File: config.mk
export PLATFORM = sky130hd
export DESIGN_NAME = alu_mul_seq
export DESIGN_NICKNAME = d
export VERILOG_FILES = /design/src/rtl/alu_mul_seq.sv
export SDC_FILE = /design/constraint.sdc
export NUM_CORES = 1
export LEC_CHECK = 0
export BUFFER_PORTS_ARGS = -buffer_cell sky130_fd_sc_hd__clkbuf_2
export CAP_MARGIN = 40
export CORE_ASPECT_RATIO = 0.5
export CORE_MARGIN = 1.5
export CORE_UTILIZATION = 29
export CTS_CLUSTER_SIZE = 30
export DETAILED_ROUTE_END_ITERATION = 7
export RECOVER_POWER = 50
export SLEW_MARGIN = 10
export SYNTH_ARGS = -nofsm -noshare
export SYNTH_HDL_FRONTEND = slang
export SYNTH_SLANG_ARGS = --single-unit
File: constraint.sdc
create_clock -name clk -period 5.8 [get_ports clk]
set_clock_uncertainty 0.1 [all_clocks]
set_input_delay 0.29 -clock clk [delete_from_list [all_inputs] [get_ports clk]]
set_output_delay 0.29 -clock clk [all_outputs]
set_load 0.05 [all_outputs]
File: src/rtl/alu_mul_seq.sv
// Sequential 64x64 -> 128-bit unsigned multiplier (shift-and-add) that borrows
// the shared EX-stage ALU as its adder, one add per cycle for 64 cycles.
//
// state  | meaning
// S_IDLE | waiting for start; ALU released, product registers hold last result
// S_RUN  | owns the ALU; one shift-and-add iteration per clock
// S_DONE | one-cycle done pulse; product registers updated on entry
module alu_mul_seq #(
   parameter logic [2:0] ADD_CTRL = 3'b010
) (
   input  logic        clk,
   input  logic        reset_n,
   input  logic        start,
   input  logic        flush,
   input  logic [63:0] mcand,
   input  logic [63:0] mplier,
   input  logic [63:0] alu_out,
   input  logic        alu_cout,
   output logic        alu_own,
   output logic [63:0] alu_a,
   output logic [63:0] alu_b,
   output logic [2:0]  alu_ctrl,
   output logic        busy,
   output logic        done,
   output logic [63:0] prod_hi,
   output logic [63:0] prod_lo,
   output logic        prod_zero
);

   localparam int         ITER     = 64;
   localparam logic [6:0] CNT_LAST = 7'(ITER - 1);

   typedef enum logic [1:0] {
      S_IDLE = 2'd0,
      S_RUN  = 2'd1,
      S_DONE = 2'd2
   } state_t;

   state_t      state;
   logic [63:0] hi;
   logic [63:0] lo;
   logic [63:0] mc;
   logic [6:0]  cnt;
   logic [63:0] hi_nxt;
   logic [63:0] lo_nxt;

   // The 65-bit sum {cout, out} is shifted right by one across the hi:lo pair.
   assign hi_nxt = {alu_cout, alu_out[63:1]};
   assign lo_nxt = {alu_out[0], lo[63:1]};

   assign alu_a    = alu_own ? hi : 64'd0;
   assign alu_b    = (alu_own && lo[0]) ? mc : 64'd0;
   assign alu_ctrl = alu_own ? ADD_CTRL : 3'b000;

   always_ff @(posedge clk or negedge reset_n) begin
      if (!reset_n) begin
         state     <= S_IDLE;
         hi        <= 64'd0;
         lo        <= 64'd0;
         mc        <= 64'd0;
         cnt       <= 7'd0;
         alu_own   <= 1'b0;
         busy      <= 1'b0;
         done      <= 1'b0;
         prod_hi   <= 64'd0;
         prod_lo   <= 64'd0;
         prod_zero <= 1'b1;
      end else begin
         done <= 1'b0;
         case (state)
            S_IDLE: begin
               if (start && !flush) begin
                  mc      <= mcand;
                  lo      <= mplier;
                  hi      <= 64'd0;
                  cnt     <= 7'd0;
                  state   <= S_RUN;
                  busy    <= 1'b1;
                  alu_own <= 1'b1;
               end
            end
            S_RUN: begin
               if (flush) begin
                  state   <= S_IDLE;
                  busy    <= 1'b0;
                  alu_own <= 1'b0;
               end else begin
                  hi  <= hi_nxt;
                  lo  <= lo_nxt;
                  cnt <= cnt + 7'd1;
                  if (cnt == CNT_LAST) begin
                     state     <= S_DONE;
                     busy      <= 1'b0;
                     alu_own   <= 1'b0;
                     done      <= 1'b1;
                     prod_hi   <= hi_nxt;
                     prod_lo   <= lo_nxt;
                     prod_zero <= ~|{hi_nxt, lo_nxt};
                  end
               end
            end
            S_DONE: begin
               state <= S_IDLE;
            end
            default: begin
               state   <= S_IDLE;
               busy    <= 1'b0;
               alu_own <= 1'b0;
            end
         endcase
      end
   end

endmodule

==> key figures <==
Job
  – Number of max-cap violations: 3

Critical path
  – Req. time, crit path: 6150 ps
  – CP Buf/Inv Count: 1
  – Family with the most delay on the worst path: buffers and inverters
  – CP Capture Type: register
  – Worst Setup Start Kind: register
  – Slowest library cell on the worst path: clkbuf_1
  – Crit path top cell by count: nand2_1
  – Critical-path cell list: nor4b_4 -> clkbuf_1 -> nand2_1 -> nand2_1
  – CP max FO: 70
  – Largest stage delay, worst path: 2420 ps
  – WS Path Type: reg -> reg
  – Worst endpoint data arrival time: 4130 ps

Global routing
  – Initial antenna violation count: 4
  – First-pass GRT wire length: 71400 um
  – Largest net degree at the start of global routing: 152
  – Gr ovfl total: 0
  – All-Layer GR Usage: 17.7%
  – Vias in the first global route: 12100

Yosys
  – Number of synthesized flops with an enable pin: 0
  – Largest family of logic cells by synthesized area: simple AND/OR/NAND/NOR gates
  – Synthesis warning total: 0
  – Most frequent cell after synthesis: nand2_1
  – Adder-cell area share of the yosys netlist: 0.0862%
  – Biggest area consumer among synthesized cells: dfrtp_1
  – Distinct cells, synth: 32
  – Synth Register Bits: 332
  – Mux contribution to synthesized area: 16.4%
  – Avg Cell Area, Syn: 10.8 um^2
  – Synth Area in Compound Gates: 2.46%
  – Ys flop type: dfrtp_1
  – Synth Instances: 1343
  – Post-synth ARST share: 100%
  – Synthesized area: 14500 um^2
  – Commonest cells post-synth: 392 x nand2_1, 331 x dfrtp_1, 76 x mux2_4, 72 x clkbuf_1
  – Synth Area in Simple Gates: 20.4%
  – Synth Area in XOR/XNOR: 0.241%
  – Post-synth top area share: 57.0%
  – Ranking of synthesized cells by area: dfrtp_1 57%, nand2_1 10%, mux2_4 7.9%
  – Post-synthesis sequential area ratio: 57.2%

Routing
  – DRT iter0 DRCs: 812
  – Antenna viol nets, final: 0
  – Routed wire length: 46300 um
  – Mean routed wirelength per cell: 17.7 um
  – DR pass1 iterations: 5
  – Vias: 12000
  – Post-DR vias/cell: 4.58
  – Drc violations: 0

Clocking
  – Clk slew on worst S/H paths: 70 ps
  – Clock Latency Late Sink: 540 ps
  – CTS Root Cell: clkbuf_16
  – Num Clock Sinks: 332
  – Post-cts resize count: 0
  – CTS tree: yes
  – CTS Buf Count: 35
  – H-tree lvl count: 2
  – Clock Path Buffers: 3

Hold path
  – HP Class: in -> reg

STA
  – Final period util: 65.2%
  – Slew Limit Fails: 147
  – Fin. Hold Viols: 0
  – Min cycle time layout: 3780 ps
  – Slew margin rel.: -127%
  – Worst-Margin Slew: 3410 ps
  – RSZ-0062 raised after global routing: no
  – Max Fclk: 265 MHz
  – Sum Neg Setup Slack: 0 ps
  – Setup violators final: 0

Power and ir drop
  – Leakage: 10.6 nW
  – Peak supply drop: 0.179 mV
  – PwrDens: 330 nW/um^2
  – Overall power: 6.70 mW

Die
  – Die width: 319 um
  – Core area: 49000 um^2
  – Rows: 57
  – Ports: 460
  – Die height: 161 um
  – Die Area: 51500 um^2
  – Starting density of the core: 29.6%

Layout
  – Share of cells above drive strength 1: 27.0%
  – Fillers: 4764
  – Synthesis-to-finish area growth: 39.8%
  – Fin nets: 2144

Placed design
  – Buffers on Ports: 457
  – Detail Placement HPWL: 30600 um
  – RD Place Congestion: 0.798

Outcome
  – Failing checks: capacitance limit, slew limit
  – Outcome: finished with violations
[worst register-to-register path: cells and delay by family (launching register included)]
| kind | cells | cell delay (ps) |
|---|---|---|
| DFF | 1 | 460 |
| buffers and inverters | 1 | 2420 |
| and+or+nand+nor | 3 | 720 |
[report_power, final]
part | switching (mW) | leakage [nW] | total (mW) | internal (mW)
Clock | 1.00 | 0.588 | 2.34 | 1.34
Sequential | 0.244 | 4.30 | 2.87 | 2.62
Combinational | 1.02 | 5.73 | 1.49 | 0.473
Total | 2.26 | 10.6 | 6.70 | 4.43
[kinds of logic after synthesis]
logic type                 after synthesis
other                                    1
AOI/OAI and AO/OA                       70
and+or+nand+nor                        643
buffers and inverters                   99
DFF                                    332
xor gates and xnor gates                 4
adders and majority gates                1
muxes                                  193
[cell usage in the layout (no fill, tap or decap), types with 53 or more instances in the layout]
cell,synthesis,routed
clkbuf_2,0,326
nand3_1,66,65
dfrtp_1,331,330
dlygate4sd3_1,0,192
mux2_2,53,53
mux2_4,76,76
clkbuf_1,72,137
o21ai_0,66,66
mux2i_1,64,64
and3_1,65,65
nand2_1,392,392
and2_1,64,64
[registers in the layout, summed over array words and instances (netlist names)]
signal     cells
mc            64
done           1
hi            64
prod_lo       64
prod_zero      1
cnt            7
prod_hi       64
lo            64
state          2
busy           1
[routing by layer]
metal / GRT usage, % / routed length (um) / vias to the layer above
li1: - / - / 5715
met5: 0 / 0 / -
met1: 19.7 / 17500 / 5926
met3: 3.01 / 1640 / 119
met4: 9.74 / 2460 / 0
met2: 32.2 / 24700 / 266
[layout make-up]
cell class	count	area [um^2]	area share, %
Sequential cell	332	8310	41.0
Multi-Input combinational cell	913	5780	28.5
Clock buffer	45	963	4.75
Tap cell	649	812	4.00
Clock inverter	18	218	1.07
Antenna cell	4	10.0	0.0493
Inverter	3	11.3	0.0555
Timing Repair Buffer	661	4190	20.6
[timing repair]
item	CTS	global route
hold buffers	192	0
endpoints found under the hold margin	387	0
setup buffers	0	0
[worst paths after layout]
| kind | from | endpoint | slack (ps) | depth (start not counted) |
|---|---|---|---|---|
| max | state[1]$_DFFE_PN0P_ | mc[23]$_DFFE_PN0P_ | 2020 | 4 |
| min | mplier[63] | lo[63]$_DFFE_PN0P_ | 20 | 3 |
| max reg2reg | state[1]$_DFFE_PN0P_ | mc[23]$_DFFE_PN0P_ | 2020 | 4 |
| min reg2reg | hi[9]$_DFFE_PN0P_ | hi[9]$_DFFE_PN0P_ | 360 | 2 |
| max in group asynchronous | reset_n | hi[8]$_DFFE_PN0P_ | 3800 | 3 |
| min in group asynchronous | reset_n | prod_lo[23]$_DFFE_PN0P_ | 400 | 2 |
[through the flow]
stage / cells / hold slack [ps] / setup slack, ps / utilization, % / area, um^2
4_1_cts: 2621 / 1.12 / 2790 / 41.8 / 20500
2_1_floorplan: 1344 / -106 / 3570 / - / 14500
3_3_place_gp: 2365 / 341 / 2970 / 35.4 / 17300
6_report: 2625 / 21.9 / 2020 / 41.4 / 20300
5_1_grt: 2625 / 48.7 / 1580 / 41.4 / 20300
3_5_place_dp: 2366 / 347 / 3080 / 35.4 / 17400
Note: power is estimated with default switching activity, not from simulation.
